### config.mk
export PLATFORM = sky130hd
export DESIGN_NAME = ace_trs_classifier
export DESIGN_NICKNAME = d
export VERILOG_FILES = /design/src/rtl/ace_trs_pkg.sv /design/src/rtl/ace_trs_classifier_chan.sv /design/src/rtl/ace_trs_classifier.sv
export SDC_FILE = /design/constraint.sdc
export NUM_CORES = 1
export LEC_CHECK = 0
export BUFFER_PORTS_ARGS = -buffer_cell sky130_fd_sc_hd__buf_4
export CAP_MARGIN = 20
export CORE_ASPECT_RATIO = 0.8
export CORE_UTILIZATION = 47
export DETAILED_ROUTE_END_ITERATION = 8
export PLACE_DENSITY = 0.74
export SETUP_SLACK_MARGIN = 0.02
export SLEW_MARGIN = 10
export SYNTH_ARGS = -nofsm -noshare
export SYNTH_HDL_FRONTEND = slang
export SYNTH_SLANG_ARGS = --single-unit
### constraint.sdc
create_clock -name clk_i -period 2.4 [get_ports clk_i]
set_clock_uncertainty 0.05 [all_clocks]
set_input_delay 0.48 -clock clk_i [delete_from_list [all_inputs] [get_ports clk_i]]
set_output_delay 0.48 -clock clk_i [all_outputs]
set_load 0.005 [all_outputs]
### src/rtl/ace_trs_pkg.sv
// Shared types and encodings for the ACE transaction classifier.
// Holds the decode-mode and class enums, the snoop and domain encodings used by
// the decoders, and default AW/AR channel structs. Any channel struct with the
// snoop/bar/domain fields can be used instead.
package ace_trs_pkg;

  typedef enum logic [1:0] {
    DEC_FULL       = 2'd0,
    DEC_ALL_SNOOP  = 2'd1,
    DEC_ALL_BYPASS = 2'd2
  } decode_mode_e;

  typedef enum logic {
    TRS_BYPASS = 1'b0,
    TRS_SNOOP  = 1'b1
  } trs_class_e;

  localparam logic [2:0] AW_WRITE_BACK     = 3'b011;
  localparam logic [2:0] AW_WRITE_NO_SNOOP = 3'b000;
  localparam logic [3:0] AR_READ_NO_SNOOP  = 4'b0000;

  localparam logic [1:0] DOM_NSH = 2'b00;
  localparam logic [1:0] DOM_ISH = 2'b01;
  localparam logic [1:0] DOM_OSH = 2'b10;
  localparam logic [1:0] DOM_SYS = 2'b11;

  typedef struct packed {
    logic [3:0]  id;
    logic [31:0] addr;
    logic [2:0]  snoop;
    logic [1:0]  bar;
    logic [1:0]  domain;
  } ace_aw_chan_t;

  typedef struct packed {
    logic [3:0]  id;
    logic [31:0] addr;
    logic [3:0]  snoop;
    logic [1:0]  bar;
    logic [1:0]  domain;
  } ace_ar_chan_t;

endpackage

### src/rtl/ace_trs_classifier_chan.sv
// Per-channel classifier: decode at acceptance, 2-entry FIFO carrying the class
// bit, outstanding-snoop limiter and optional performance counters.
// Ports: valid_i/ready_o/chan_i upstream; valid_o/ready_i/chan_o/snoop_o
// downstream; done_i retires one snoop-class transaction; snoop_cnt_o and
// bypass_cnt_o count output handshakes per class (zero unless
// ACE_TRS_CLASSIFIER_PERF_EN is defined).
module ace_trs_chan_dec
  import ace_trs_pkg::*;
#(
  parameter type          chan_t      = ace_aw_chan_t,
  parameter bit           IsWrite     = 1'b1,
  parameter decode_mode_e Mode        = DEC_FULL,
  parameter int unsigned  MaxSnoopTrs = 4
) (
  input  logic        clk_i,
  input  logic        rst_ni,
  input  logic        valid_i,
  output logic        ready_o,
  input  chan_t       chan_i,
  output logic        valid_o,
  input  logic        ready_i,
  output chan_t       chan_o,
  output logic        snoop_o,
  input  logic        done_i,
  output logic [31:0] snoop_cnt_o,
  output logic [31:0] bypass_cnt_o
);

  localparam int unsigned    CntW   = $clog2(MaxSnoopTrs + 1);
  localparam logic [CntW-1:0] CntMax = CntW'(MaxSnoopTrs);

  trs_class_e full_cls, in_cls;

  // Field widths differ between AW and AR, so each decoder lives in its own branch.
  if (IsWrite) begin : g_aw_dec
    logic wb, wns;
    assign wb  = (chan_i.snoop == AW_WRITE_BACK) && !chan_i.bar[0] &&
                 (chan_i.domain != DOM_SYS);
    assign wns = (chan_i.snoop == AW_WRITE_NO_SNOOP) && !chan_i.bar[0] &&
                 ((chan_i.domain == DOM_NSH) || (chan_i.domain == DOM_SYS));
    assign full_cls = (wb || wns) ? TRS_BYPASS : TRS_SNOOP;
  end else begin : g_ar_dec
    logic rns;
    assign rns = (chan_i.snoop == AR_READ_NO_SNOOP) && !chan_i.bar[0] &&
                 ((chan_i.domain == DOM_NSH) || (chan_i.domain == DOM_SYS));
    assign full_cls = rns ? TRS_BYPASS : TRS_SNOOP;
  end

  assign in_cls = (Mode == DEC_ALL_SNOOP)  ? TRS_SNOOP  :
                  (Mode == DEC_ALL_BYPASS) ? TRS_BYPASS : full_cls;

  chan_t           mem_q [2];
  trs_class_e      cls_q [2];
  logic            wr_ptr_q, rd_ptr_q;
  logic [1:0]      fill_q, fill_d;
  logic [CntW-1:0] cnt_q, cnt_d;
  logic            push, pop, head_snoop, stall, inc, dec;

  assign head_snoop = (cls_q[rd_ptr_q] == TRS_SNOOP);
  // Stall looks only at registered cnt, so valid_o cannot drop before a handshake.
  assign stall      = head_snoop && (cnt_q == CntMax);
  assign ready_o    = (fill_q != 2'd2);
  assign valid_o    = (fill_q != 2'd0) && !stall;
  assign chan_o     = mem_q[rd_ptr_q];
  assign snoop_o    = head_snoop;
  assign push       = valid_i && ready_o;
  assign pop        = valid_o && ready_i;
  assign inc        = pop && head_snoop;
  assign dec        = done_i && (cnt_q != '0);

  always_comb begin
    fill_d = fill_q;
    if (push && !pop) begin
      fill_d = fill_q + 2'd1;
    end else if (pop && !push) begin
      fill_d = fill_q - 2'd1;
    end
    cnt_d = cnt_q;
    if (inc && !dec) begin
      cnt_d = cnt_q + CntW'(1);
    end else if (dec && !inc) begin
      cnt_d = cnt_q - CntW'(1);
    end
  end

  always_ff @(posedge clk_i or negedge rst_ni) begin
    if (!rst_ni) begin
      mem_q[0] <= '0;
      mem_q[1] <= '0;
      cls_q[0] <= TRS_BYPASS;
      cls_q[1] <= TRS_BYPASS;
      wr_ptr_q <= 1'b0;
      rd_ptr_q <= 1'b0;
      fill_q   <= 2'd0;
      cnt_q    <= '0;
    end else begin
      if (push) begin
        mem_q[wr_ptr_q] <= chan_i;
        cls_q[wr_ptr_q] <= in_cls;
        wr_ptr_q        <= ~wr_ptr_q;
      end
      if (pop) begin
        rd_ptr_q <= ~rd_ptr_q;
      end
      fill_q <= fill_d;
      cnt_q  <= cnt_d;
    end
  end

`ifndef SYNTHESIS
  done_underflow_a: assert property (@(posedge clk_i) disable iff (!rst_ni)
    !(done_i && (cnt_q == '0)));
`endif

`ifdef ACE_TRS_CLASSIFIER_PERF_EN
  logic [31:0] snoop_cnt_q, bypass_cnt_q;

  always_ff @(posedge clk_i or negedge rst_ni) begin
    if (!rst_ni) begin
      snoop_cnt_q  <= '0;
      bypass_cnt_q <= '0;
    end else begin
      if (pop && head_snoop && (snoop_cnt_q != '1)) begin
        snoop_cnt_q <= snoop_cnt_q + 32'd1;
      end
      if (pop && !head_snoop && (bypass_cnt_q != '1)) begin
        bypass_cnt_q <= bypass_cnt_q + 32'd1;
      end
    end
  end

  assign snoop_cnt_o  = snoop_cnt_q;
  assign bypass_cnt_o = bypass_cnt_q;
`else
  assign snoop_cnt_o  = '0;
  assign bypass_cnt_o = '0;
`endif

endmodule

### src/rtl/ace_trs_classifier.sv
// ACE transaction classifier for the AW and AR channels of one slave port.
// Each channel decodes requests into bypass/snoop class, buffers them in a
// 2-entry skid FIFO and forwards them with a route flag (snoop_o: 1 = CCU,
// 0 = memory). A per-channel limiter holds snoop-class heads once MaxSnoopTrs
// are outstanding; done_i retires one. AW and AR are independent.
// Ports: aw_*/ar_* upstream (valid_i/ready_o/chan_i), downstream
// (valid_o/ready_i/chan_o/snoop_o), done_i retire pulse, *_cnt_o 32-bit
// performance counters.
// Macro ACE_TRS_CLASSIFIER_PERF_EN enables the counters; otherwise they read 0.
module ace_trs_classifier
  import ace_trs_pkg::*;
#(
  parameter type          aw_chan_t   = ace_aw_chan_t,
  parameter type          ar_chan_t   = ace_ar_chan_t,
  parameter decode_mode_e AwMode      = DEC_FULL,
  parameter decode_mode_e ArMode      = DEC_FULL,
  parameter int unsigned  MaxSnoopTrs = 4
) (
  input  logic        clk_i,
  input  logic        rst_ni,
  input  logic        aw_valid_i,
  output logic        aw_ready_o,
  input  aw_chan_t    aw_chan_i,
  output logic        aw_valid_o,
  input  logic        aw_ready_i,
  output aw_chan_t    aw_chan_o,
  output logic        aw_snoop_o,
  input  logic        aw_done_i,
  input  logic        ar_valid_i,
  output logic        ar_ready_o,
  input  ar_chan_t    ar_chan_i,
  output logic        ar_valid_o,
  input  logic        ar_ready_i,
  output ar_chan_t    ar_chan_o,
  output logic        ar_snoop_o,
  input  logic        ar_done_i,
  output logic [31:0] aw_snoop_cnt_o,
  output logic [31:0] ar_snoop_cnt_o,
  output logic [31:0] aw_bypass_cnt_o,
  output logic [31:0] ar_bypass_cnt_o
);

  ace_trs_chan_dec #(
    .chan_t      (aw_chan_t),
    .IsWrite     (1'b1),
    .Mode        (AwMode),
    .MaxSnoopTrs (MaxSnoopTrs)
  ) u_aw (
    .clk_i        (clk_i),
    .rst_ni       (rst_ni),
    .valid_i      (aw_valid_i),
    .ready_o      (aw_ready_o),
    .chan_i       (aw_chan_i),
    .valid_o      (aw_valid_o),
    .ready_i      (aw_ready_i),
    .chan_o       (aw_chan_o),
    .snoop_o      (aw_snoop_o),
    .done_i       (aw_done_i),
    .snoop_cnt_o  (aw_snoop_cnt_o),
    .bypass_cnt_o (aw_bypass_cnt_o)
  );

  ace_trs_chan_dec #(
    .chan_t      (ar_chan_t),
    .IsWrite     (1'b0),
    .Mode        (ArMode),
    .MaxSnoopTrs (MaxSnoopTrs)
  ) u_ar (
    .clk_i        (clk_i),
    .rst_ni       (rst_ni),
    .valid_i      (ar_valid_i),
    .ready_o      (ar_ready_o),
    .chan_i       (ar_chan_i),
    .valid_o      (ar_valid_o),
    .ready_i      (ar_ready_i),
    .chan_o       (ar_chan_o),
    .snoop_o      (ar_snoop_o),
    .done_i       (ar_done_i),
    .snoop_cnt_o  (ar_snoop_cnt_o),
    .bypass_cnt_o (ar_bypass_cnt_o)
  );

endmodule

Word-level counts from Yosys, hierarchy flattened
Cells that the tools add are included.
{"block": "classes", "n_eq_ne": 8, "addsub": 8, "muxes": 34, "n_reduce_logical": 55, "n_lt_le_gt_ge": 6, "bitwise_logic": 8}
{"operator": "44-bit 2-to-1 mux", "n": 4}
{"operator": "43-bit 2-to-1 mux", "n": 4}
{"operator": "88-bit bitwise mux", "n": 1}
{"operator": "86-bit bitwise mux", "n": 1}
{"operator": "44-bit demux with 1-bit select", "n": 1}
{"operator": "43-bit demux with 1-bit select", "n": 1}
{"operator": "1-bit logical AND", "n": 28}
{"operator": "1-bit zero test", "n": 12}
{"operator": "3-bit 2-to-1 mux", "n": 4}
{"operator": "2-bit nonzero test", "n": 6}
{"operator": "1-bit 2-to-1 mux", "n": 10}
{"operator": "2-bit greater-or-equal comparator, second input constant", "n": 4}
{"operator": "2-bit 2-to-1 mux", "n": 4}
{"operator": "1-bit inverter with 2-bit output", "n": 4}
{"operator": "3-bit by 1-bit adder with 3-bit output, second input constant", "n": 2}
{"operator": "3-bit == test, second input constant", "n": 2}
{"operator": "2-bit inequality test, second input constant", "n": 3}
{"operator": "3-bit nonzero test", "n": 2}
{"operator": "3-bit by 1-bit subtractor with 3-bit output, second input constant", "n": 2}
{"operator": "2-bit by 1-bit adder with 2-bit output, second input constant", "n": 2}
{"operator": "2-bit bitwise mux", "n": 2}
{"operator": "2-bit == test, second input constant", "n": 2}
{"operator": "2-bit zero test", "n": 2}
{"operator": "4-bit zero test", "n": 1}
{"operator": "other kinds (7)", "n": 15}
{"block": "word_totals", "word_cells": 151, "ff_bits": 192}

Longest topological paths before layout
Gate-level depths: netlist (run 1).
{"block": "logic_depth", "word_depth": 13, "ltp_mapped": 10, "depth_no_buf": 9}

By module
From an unflattened synthesis (run 1), not the netlist that was laid out.
{"block": "unflattened", "cells_unflattened": 680, "hier_area_um2": 10304.9}
{"module": "ace_trs_chan_dec (u_ar)", "area_each_um2": 5198.7, "n_inst": 1, "seq_area_each_um2": 2427.3, "cells_per_inst": 342}
{"module": "ace_trs_chan_dec (u_aw)", "area_each_um2": 5106.1, "n_inst": 1, "seq_area_each_um2": 2377.3, "cells_per_inst": 338}

Worst setup path before layout (run 1)
OpenSTA, ideal clock, no wires.
{"block": "synth_timing", "path_type": "register to register", "from": "register u_ar.rd_ptr_q", "to": "register u_ar.cnt_q[2]", "path_slack_ps": 11, "setup_ps": 79, "arrival_time_ps": 2260, "n_path_buf": 1, "stages_incl_launch_ff": 11, "cell_sequence": "dfrtp_1 buf_2 mux2_2 a31o_2 nor2b_1 ha_1 inv_1 fa_1 xor2_1 nor2_1 xor2_1"}
{"block": "synth_between", "elab_chain_len": 12}
{"element": "from (decl)", "line": "ace_trs_classifier_chan.sv:54", "rtl": "logic wr_ptr_q, rd_ptr_q;"}
{"element": "from (signal assigned)", "line": "ace_trs_classifier_chan.sv:103", "rtl": "rd_ptr_q <= ~rd_ptr_q;"}
{"element": "1-bit inverter with 2-bit output (not written as such) *", "line": "ace_trs_classifier_chan.sv:59", "rtl": "assign head_snoop = (cls_q[rd_ptr_q] == TRS_SNOOP);"}
{"element": "1-bit 2-to-1 mux (not written as such) * (3 in series)", "line": "ace_trs_classifier_chan.sv:59"}
{"element": "net ar_snoop_o", "line": "ace_trs_classifier.sv:35", "rtl": "output logic ar_snoop_o,"}
{"element": "1-bit logical AND", "line": "ace_trs_classifier_chan.sv:61", "rtl": "assign stall = head_snoop && (cnt_q == CntMax);"}
{"element": "1-bit zero test", "line": "ace_trs_classifier_chan.sv:63", "rtl": "assign valid_o = (fill_q != 2'd0) && !stall;"}
{"element": "1-bit logical AND", "line": "ace_trs_classifier_chan.sv:63"}
{"element": "1-bit logical AND", "line": "ace_trs_classifier_chan.sv:67", "rtl": "assign pop = valid_o && ready_i;"}
{"element": "1-bit logical AND *", "line": "ace_trs_classifier_chan.sv:68", "rtl": "assign inc = pop && head_snoop;"}
{"element": "1-bit zero test", "line": "ace_trs_classifier_chan.sv:81", "rtl": "end else if (dec && !inc) begin"}
{"element": "1-bit logical AND", "line": "ace_trs_classifier_chan.sv:81"}
{"element": "2-bit nonzero test (no source line)"}
{"element": "to (signal assigned)", "line": "ace_trs_classifier_chan.sv:106", "rtl": "cnt_q <= cnt_d;"}
{"element": "to (decl)", "line": "ace_trs_classifier_chan.sv:56", "rtl": "logic [CntW-1:0] cnt_q, cnt_d;"}
The timed path passes the listed nets; every way through them passes the cells marked *. The select of a mux whose other input is x is not followed.
A chain may end at the register's enable or synchronous reset.

==> metrics.md, run 1 <==
| Metric | Value |
|---|---|
| Status | finished, violations left |
| Failing checks | negative hold slack |
| Pwr/cell area | 1410 mW/mm^2 |
| Met2 usage | 25.1% |
| GRT busiest layer | met2 |
| Vias in the first global route | 5375 |
| Setup TNS | 0 ps |
| Post-route DRC | 0 |
| GRT overflow | 0 |
| IO Pins | 316 |
| Crit Path Category | flip-flop to primary output |
| Final period utilization | 95.4% |
| Worst-skew pair later-pin latency | 420 ps |
| Initial antenna violation count | 0 |
| Unrepaired setup endpoints after global routing | false |
| Post-synth top area share | 46.6% |
| FMAX | 437 MHz |
| Reg2Reg Depth | 9 |
| Die height | 134 um |
| Port Buf Inserts | 187 |
| First-pass GRT wire length | 29300 um |
| # setup viols final | 0 |
| Full die area | 0.0225 sq mm |
| CP Data Arrival Time | 1760 ps |
| Final instance area | 0.0120 sq mm |
| GPL Wtd Cong | 0.721 |
| Routed Antenna Nets | 0 |
| Final hold vios | 1 |
| Required @ worst endpoint | 1870 ps |
| Worst setup EP type | primary output |
| Diodes inserted | 0 |
| Slew @ Worst Pin | 545 ps |
| Hold Path Class | input pin to async pin |
| Total CTS buffers | 17 |
| Leakage Power | 5.76 nW |
| Drt total wl | 18200 um |
| Clock sink total | 192 |
| Largest net degree at the start of global routing | 64 |
| Layout fillers | 1768 |
| CP max FO | 44 |
| WL/cell | 15.8 um |
| Worst rel slew slack | 63.7% |
| Setup repair bufs after CTS | 0 |
| CP max stage delay | 390 ps |
| Dpl cell area | 0.0113 sq mm |
| Max IR drop VDD | 0.798 mV |
| Yosys warns | 0 |
| Min Hold Slack | -1.07 ps |
| Initial Util | 47.8% |
| Max cap viols | 0 |
| Mapped Area | 0.0103 sq mm |
| DRT iter0 DRCs | 284 |
| Area delta synth->final | 15.9% |
| Share of cells above drive strength 1 | 58.7% |
| CORE AREA | 0.0216 sq mm |
| Dominant cells by area after synthesis | dfrtp_1, mux2_4, mux2_2 |
| CP Launch Type | flip-flop |
| DR vias/cell | 4.65 |
| First-pass iteration count of the detailed router | 5 |
| Slowest-stage cell, CP | buf_6 |
| H-tree depth | 4 |
| Library cells used by synthesis | 28 |
| Detailed-route via count | 5361 |
| Max clock buf depth | 2 |
| Post-synthesis cell count | 679 |
| Row count | 48 |
| Met1 Use GR | 23.6% |
| Sequential-to-total area share from yosys stat | 46.6% |
| Final Net Count | 969 |
| Hpwl dp | 12300 um |
| Seq cells post-synth | 192 |
| Worst path cell trace | buf_6 > mux2_2 > buf_4 |
| Synth area leader | dfrtp_1 |
| TritonCTS clock tree | yes |
| Hold buffers post-CTS | 0 |
| Final min period | 2290 ps |
| Syn_area_per_cell | 15.2 sq um |
| Multi-input gate area | 0.00461 sq mm |
| Die width | 168 um |
| Reg clk slew, reported paths | 70 ps |
| Clk root buf | clkbuf_16 |
| Met3 Resource Use GR | 3.11% |
| Area occupied by registers | 0.00481 sq mm |
| GRT Overall Usage | 16.3% |
| Final Max Tran Viols | 0 |
routing by layer:
metal  vias to the layer above  share of wire (%)
li1                       2471                  -
met4                         0               0.70
met5                         -                  0
met2                       172                 46
met3                         8                4.1
met1                      2710                 49
cell type report:
cell class,instances,share of cell area [%]
Clock buffer,19,3.79
Timing Repair Buffer,200,13.5
Inverter,2,0.0628
Sequential cell,192,40.2
Tap cell,275,2.88
Clock inverter,12,0.963
Multi-Input combinational cell,454,38.6
cells by family (layout without fill, tap and decap cells):
group           after synthesis  in the layout  share of synthesized area, %
mux                         269            269                          35.2
other cells                   1            128                        0.0364
simple gates                 24             24                          1.54
buf+inv                     160            233                          13.6
flops                       192            192                          46.6
fa+ha+maj                     7              7                         0.995
xor+xnor                     17             17                          1.44
compound gates                9              9                         0.582
state kept, by name (all words and copies together) (netlist names):
register	count
u_aw.rd_ptr_q	1
u_ar.fill_q	2
u_ar.cnt_q	3
u_ar.wr_ptr_q	1
u_ar.cls_q	2
u_aw.wr_ptr_q	1
u_ar.rd_ptr_q	1
u_aw.cls_q	2
u_aw.fill_q	2
u_ar.mem_q	88
u_aw.cnt_q	3
u_aw.mem_q	86
path summary, 6_finish.rpt:
| check | end | start | slack [ps] |
|---|---|---|---|
| hold / removal | u_ar.mem_q[61] | rst_ni | -1 |
| min in group clk_i | u_aw.mem_q[84] | aw_chan_i[41] | 240 |
| setup / recovery | aw_chan_o[37] | u_aw.rd_ptr_q | 110 |
| max in group asynchronous | u_aw.mem_q[77] | rst_ni | 1620 |
| setup reg to reg | u_ar.cnt_q[2] | u_ar.rd_ptr_q | 140 |
| hold reg to reg | u_ar.wr_ptr_q | u_ar.wr_ptr_q | 430 |
power by group:
part           total (W)  switching [W]  internal (W)
registers        0.00588       0.000968       0.00491
logic            0.00828        0.00279       0.00548
clock network    0.00274        0.00132       0.00143
total             0.0169        0.00508        0.0118
cells in the final DEF, fill, tap and decap left out, types with 3 or more instances in the layout:
master and instances:
dfrtp_1 190, buf_4 189, mux2_4 162, conb_1 128, mux2_2 107, clkbuf_16 17, nor2_1 10, xor2_1 10
buf_12 8, xnor2_1 7, clkinv_4 5, inv_8 4, o21ai_0 3, ha_1 3, clkbuf_8 3, inv_6 3
worst max-delay path, delay by kind of cell, from the launching register on:
kind | cells | cell delay, ps
buf+inv | 2 | 530
flops | 1 | 380
mux | 1 | 390
cells in the mapped netlist:
master and count:
buf_2 10, buf_4 128, and2_1 1, nor2b_1 2, nor2_1 10, o31ai_1 2
and3b_1 2, nand3_1 1, buf_12 18, and3b_4 1, and3_4 2, inv_1 2
buf_6 1, nor3_1 2, buf_8 1, o21ai_0 3, nand2b_4 2, a31o_2 2
mux2_2 109, dfrtp_1 192, fa_1 2, xnor2_1 7, and2_2 1, a31oi_1 2
xor2_1 10, mux2_4 160, ha_1 5, conb_1 1
stage by stage:
stage / hold slack (ps) / util (%) / total power (W) / worst slack, ps / std cells
6_report: -1.07 / 55.4 / 0.0169 / 110 / 1154
3_5_place_dp: 437 / 52.6 / 0.0142 / 59.0 / 1123
4_1_cts: 6.09 / 55.3 / 0.0171 / 56.5 / 1154
5_1_grt: 18.4 / 55.4 / 0.0179 / 22.1 / 1154
2_1_floorplan: 134 / - / 0.0117 / 48.8 / 806
3_3_place_gp: 422 / 52.6 / 0.0140 / 115 / 1123
timing repair:
action | CTS | global route
endpoints found under the setup margin | 87 | 3
pin swaps | 0 | 1
gates resized for setup | 2 | 8
Note: power is estimated with default switching activity, not from simulation.
==> run 2, diff against run 1 <==
--- a/config.mk
+++ b/config.mk
@@ -12,5 +12,5 @@
 export DETAILED_ROUTE_END_ITERATION = 8
 export PLACE_DENSITY = 0.74
-export SETUP_SLACK_MARGIN = 0.02
+export SETUP_SLACK_MARGIN = 0.15
 export SLEW_MARGIN = 10
 export SYNTH_ARGS = -nofsm -noshare
==> constraint.sdc (replaced) <==
create_clock -name clk_i -period 2.4 [get_ports clk_i]
set_clock_uncertainty 0.05 [all_clocks]
set_input_delay 0.24 -clock clk_i [delete_from_list [all_inputs] [get_ports clk_i]]
set_output_delay 0.24 -clock clk_i [all_outputs]
set_load 0.005 [all_outputs]
==> run 2 against run 1 <==
  * The run now ends clean
  * Clock power rose by 5%
  * Critical endpoint is now aw_chan_o[33]
  * Combinational power rose by 3.0%
  * Largest cell class unchanged
  * Global-route usage rose by 1.6 points
  * Core utilization rose by 4.1 points
  * Clock-buffer cell count fell by 1
  * Non-clock buffer count rose by 87
  * Total power rose by 2.3%
  * Cell count rose by 7.6%
  * Critical path depth did not move
  * Sequential share of layout area fell by 2.8 points
==> metrics.md, run 2 (synthesis results as in run 1) <==
| Metric | Value |
|---|---|
| Slowest-stage cell, CP | buf_4 |
| Max cap viols | 0 |
| Commonest non-fill, non-tap cell in the layout | buf_4 |
| Share of cells above drive strength 1 | 54.2% |
| Full die area | 0.0225 sq mm |
| Die height | 134 um |
| GPL Wtd Cong | 0.741 |
| First-pass iteration count of the detailed router | 4 |
| Status | finished clean |
| CP Launch Type | flip-flop |
| Worst rel slew slack | 56.3% |
| Layout fillers | 1693 |
| CORE AREA | 0.0216 sq mm |
| GRT Overall Usage | 17.9% |
| Vias in the first global route | 5898 |
| Slew @ Worst Pin | 656 ps |
| Reg2Reg Capture Point | u_ar.cnt_q[2] |
| Largest register FFs | 88 |
| Pwr/cell area | 1350 mW/mm^2 |
| CP max FO | 44 |
| H-tree depth | 4 |
| Post-route DRC | 0 |
| CP Data Arrival Time | 1920 ps |
| Row count | 48 |
| Worst-skew pair later-pin latency | 420 ps |
| Detailed-route via count | 5721 |
| Clk root buf | clkbuf_16 |
| Hold worst-path end | u_aw.mem_q[0] |
| CP max stage delay | 520 ps |
| # setup viols final | 0 |
| Clock sink total | 192 |
| Max clock buf depth | 2 |
| Reg clk slew, reported paths | 70 ps |
| Hpwl dp | 13000 um |
| Required @ worst endpoint | 2110 ps |
| Setup TNS | 0 ps |
| Total CTS buffers | 17 |
| Worst path cell trace | buf_4 > mux2_2 > buf_4 |
| GRT overflow | 0 |
| Drt total wl | 20000 um |
| Max IR drop VDD | 0.923 mV |
| Critical path's most frequent cell | buf_4 |
| WL/cell | 16.1 um |
| Crit Path Category | flip-flop to primary output |
| Setup slack, reg-to-reg | 210 ps |
| Largest registers | u_ar.mem_q: 88 flops, u_aw.mem_q: 86 flops |
| Final Net Count | 1056 |
| Util after Layout | 59.6% |
| Largest reg by FF count | u_ar.mem_q |
| Largest net degree at the start of global routing | 48 |
| Area delta synth->final | 24.5% |
| Worst hold start | aw_chan_i[0] |
| IO Pins | 316 |
| Leakage Power | 6.14 nW |
| Initial Util | 47.8% |
| Diodes inserted | 0 |
| Hold Path Class | input pin to flip-flop |
| DR vias/cell | 4.61 |
| TritonCTS clock tree | yes |
| Final Max Tran Viols | 0 |
| Initial antenna violation count | 0 |
| Hold-critical path depth | 2 |
| Die width | 168 um |
| Most frequent cells in the layout | buf_4, dfrtp_1, mux2_4, conb_1, mux2_2 |
| Routed Antenna Nets | 0 |
| Final period utilization | 91.9% |
| Unrepaired setup endpoints after global routing | true |
| DRT iter0 DRCs | 146 |
| Final min period | 2210 ps |
| Reg2Reg Depth | 9 |
| FMAX | 453 MHz |
| First-pass GRT wire length | 31900 um |
| Launching point of the worst reg2reg path | u_ar.rd_ptr_q |
| Port Buf Inserts | 187 |
| Final hold vios | 0 |
| Worst setup EP type | primary output |
run 2: cell types whose count changed in the layout (fill, tap and decap cells not counted), sizes merged:
cell	change
buf	+6
bufinv	+1
clkbuf	-1
clkinvlp	+1
dlygate4sd3	+81
run 2: metal layers:
layer / part of all wire [%] / up-vias / global-route usage (%) / wire length, um
met3: 3.2 / 17 / 3.75 / 649
met5: 0 / - / 0 / 0
met4: 1.2 / 0 / 4.69 / 247
met2: 48 / 160 / 29.2 / 9610
li1: - / 2639 / - / -
met1: 47 / 2905 / 24.4 / 9490
run 2: timing repair:
item	4_1_cts	5_1_grt
gates resized for setup	0	4
pin swaps	1	4
setup buffers	2	3
hold buffers	77	4
endpoints found under the setup margin	1	86
hold endpoints to repair	180	4
run 2: worst max path at each step:
stage / depth (start not counted) / end / slack, ps / startpoint
floorplan: 10 / u_ar.cnt_q[2] / 130 / u_ar.rd_ptr_q
global placement: 9 / u_ar.cnt_q[2] / 160 / u_ar.rd_ptr_q
detailed placement: 9 / u_ar.cnt_q[2] / 130 / u_ar.rd_ptr_q
CTS: 9 / u_aw.cnt_q[2] / 150 / u_aw.rd_ptr_q
global route: 3 / aw_chan_o[33] / 110 / u_aw.rd_ptr_q
finish: 3 / aw_chan_o[33] / 190 / u_aw.rd_ptr_q
run 2: cell type report:
type	instances	area, sq um	share of cell area [%]
sequential	192	4810	37.4
timing repair buffer	287	2450	19.1
clock inverter	14	171	1.33
multi-input combinational	454	4630	36.0
tap	275	344	2.68
clock buffer	18	429	3.34
inverter	2	7.51	0.0585
run 2: where the power goes:
part	internal, W	leakage, nW	switching, W
registers	0.00491	2.25	0.000969
logic	0.00561	3.60	0.00292
clock network	0.00150	0.291	0.00138
run 2: stage by stage:
step | power [W] | instance area [sq um] | hold slack, ps | instances | worst slack, ps
final | 0.0173 | 12800 | 19.9 | 1242 | 194
after global routing | 0.0183 | 12800 | 2.10 | 1242 | 112
after CTS | 0.0174 | 12800 | 0.688 | 1235 | 153
after detailed placement | 0.0143 | 11400 | 169 | 1124 | 131
after global placement | 0.0141 | 11400 | 168 | 1124 | 163
after floorplan | 0.0118 | 10800 | -106 | 806 | 132
run 2: critical path: cells and delay by family, from the launching register on:
kind                   cells  cell delay (ps)
buffers and inverters      2              660
DFF                        1              370
muxes                      1              420
==> run 3, diff against run 2 <==
Settings changed: SYNTH_HIERARCHICAL set to 1.
==> run 3 against run 2 <==
  * Synthesized area hardly changed
  * First-iteration DRC count is 84% higher
  * Synthesized cell count is 0.15% higher
  * Critical endpoint is now ar_chan_o[12]
  * Highest routed layer unchanged
==> metrics.md, run 3 <==
| Metric | Value |
|---|---|
| Most common cell in the netlist | dfrtp_1 |
| Most frequent cells in the layout | buf_4, dfrtp_1, mux2_4, conb_1, mux2_2 |
| Detailed-route via count | 5704 |
| Worst-skew pair later-pin latency | 430 ps |
| Pwr/cell area | 1340 mW/mm^2 |
| Asr flop ratio synth | 100% |
| Max cap viols | 0 |
| Largest net degree at the start of global routing | 69 |
| Post-synthesis cell count | 680 |
| Largest register FFs | 88 |
| Mapped Area | 0.0103 sq mm |
| Multi-input gate area | 0.00462 sq mm |
| Number of synthesized flops with an enable pin | 0 |
| Commonest non-fill, non-tap cell in the layout | buf_4 |
| Clock sink total | 192 |
| Final hold vios | 0 |
| H-tree depth | 4 |
| Setup TNS | 0 ps |
| GPL Wtd Cong | 0.735 |
| Area delta synth->final | 24.5% |
| Final Max Tran Viols | 0 |
| Largest registers | u_ar/mem_q: 88 flops, u_aw/mem_q: 86 flops |
| Post-route DRC | 0 |
| Max clock buf depth | 2 |
| Post-synth top area share | 46.6% |
| Status | finished clean |
| Initial antenna violation count | 0 |
| Share of cells above drive strength 1 | 54.3% |
| # placed instances | 1129 |
| Clk root buf | clkbuf_16 |
| Drt total wl | 19600 um |
| # setup viols final | 0 |
| CP Data Arrival Time | 1920 ps |
| Die width | 168 um |
| Required @ worst endpoint | 2110 ps |
| First-pass iteration count of the detailed router | 4 |
| Area occupied by registers | 0.00481 sq mm |
| Die height | 134 um |
| TritonCTS clock tree | yes |
| CP Launch Type | flip-flop |
| GRT overflow | 0 |
| Reg2Reg Depth | 9 |
| Yosys warns | 6 |
| Max IR drop VDD | 0.561 mV |
| Hpwl dp | 13000 um |
| IO Pins | 316 |
| Largest reg by FF count | u_ar/mem_q |
| Layout fillers | 1654 |
| Vias in the first global route | 6030 |
| CORE AREA | 0.0216 sq mm |
| Top FF cell, synth | dfrtp_1 |
| Leakage Power | 6.13 nW |
| WL/cell | 15.7 um |
| Initial Util | 47.8% |
| Full die area | 0.0225 sq mm |
| Dominant cells by area after synthesis | dfrtp_1, mux2_4, mux2_2 |
| GRT Overall Usage | 17.8% |
| Hold-critical path depth | 2 |
| Sequential-to-total area share from yosys stat | 46.6% |
| Post-Layout Cell Count | 1245 |
| DR vias/cell | 4.58 |
| Leading cell types by count after synthesis | dfrtp_1, mux2_4, buf_4 |
| Unrepaired setup endpoints after global routing | true |
| Seq cells post-synth | 192 |
| DRT iter0 DRCs | 269 |
| Final period utilization | 92.1% |
| Final Net Count | 1059 |
| Hold Path Class | input pin to flip-flop |
| Final min period | 2210 ps |
| First-pass GRT wire length | 32000 um |
| FMAX | 453 MHz |
| Routed Antenna Nets | 0 |
| Library cells used by synthesis | 28 |
| Row count | 48 |
| Crit Path Category | flip-flop to primary output |
| Worst setup EP type | primary output |
| Worst rel slew slack | 55.7% |
| Port Buf Inserts | 187 |
| Slew @ Worst Pin | 664 ps |
| CP max FO | 45 |
| Syn_area_per_cell | 15.2 sq um |
| Synth area leader | dfrtp_1 |
| Diodes inserted | 0 |
| Reg clk slew, reported paths | 80 ps |
| Total CTS buffers | 17 |
==> run 3: layer usage <==
layer / part of all wire, % / wire length, um / global-route usage, % / vias to the layer above
met5: 0 / 0 / 0 / -
met4: 1.4 / 271 / 5.76 / 0
met3: 3.5 / 682 / 3.10 / 21
met2: 47 / 9220 / 28.2 / 184
met1: 48 / 9400 / 24.9 / 2854
li1: - / - / - / 2645
==> run 3: kinds of logic (layout without fill, tap and decap cells) <==
family,after synthesis,after routing,synth area share [%]
AO/OA/AOI/OAI,9,9,0.583
XOR/XNOR,17,17,1.44
adder cells (fa/ha/maj),7,7,0.996
buffers and inverters,160,324,13.6
flip-flops,192,192,46.6
multiplexers,269,269,35.2
other,2,128,0.0729
AND/OR/NAND/NOR,24,24,1.51
==> run 3: report_power, final <==
part	switching, W	internal (W)	total (W)
logic	0.00290	0.00564	0.00854
clock network	0.00132	0.00143	0.00275
registers	0.000998	0.00491	0.00591
total	0.00522	0.0120	0.0172
==> run 3: worst max-delay path, cell delays in order (launching register included) <==
cell and delay (ps):
dfrtp_2 370, buf_4 540, mux2_2 410, buf_4 140
==> run 3: per-stage QoR <==
step	total power (W)	instance area (sq um)	util, %	setup WS [ps]	hold WS (ps)
detailed placement	0.0143	11400	52.9	144	241
floorplan	0.0118	10800	-	128	-106
global placement	0.0141	11400	52.9	157	243
global route	0.0182	12800	59.5	75.8	0.745
finish	0.0172	12800	59.5	190	22.0
CTS	0.0173	12800	59.3	156	0.278
==> run 3: final timing paths <==
kind / start / endpoint / slack (ps)
worst max-delay path: u_ar/rd_ptr_q / ar_chan_o[12] / 190
worst min-delay path: ar_chan_i[1] / u_ar/mem_q[1] / 20
worst max register to register: u_aw/rd_ptr_q / u_aw/cnt_q[2] / 190
worst min register to register: u_aw/wr_ptr_q / u_aw/wr_ptr_q / 430
max in group asynchronous: rst_ni / u_aw/rd_ptr_q / 1250
min in group asynchronous: rst_ni / u_aw/mem_q[10] / 340
==> run 3: final cells by class <==
class,instances,area share (%)
Clock inverter,12,0.927
Clock buffer,20,3.56
Multi-Input combinational cell,454,36.0
Tap cell,275,2.68
Sequential cell,192,37.5
Timing Repair Buffer,290,19.3
Inverter,2,0.0585
==> run 3: timing repair <==
item                       CTS  global route
resized for setup            0             3
pin swaps                    1             4
buffers inserted             2             2
hold endpoints to repair   208             1
setup endpoints to repair    1            91
hold buffers                79             1
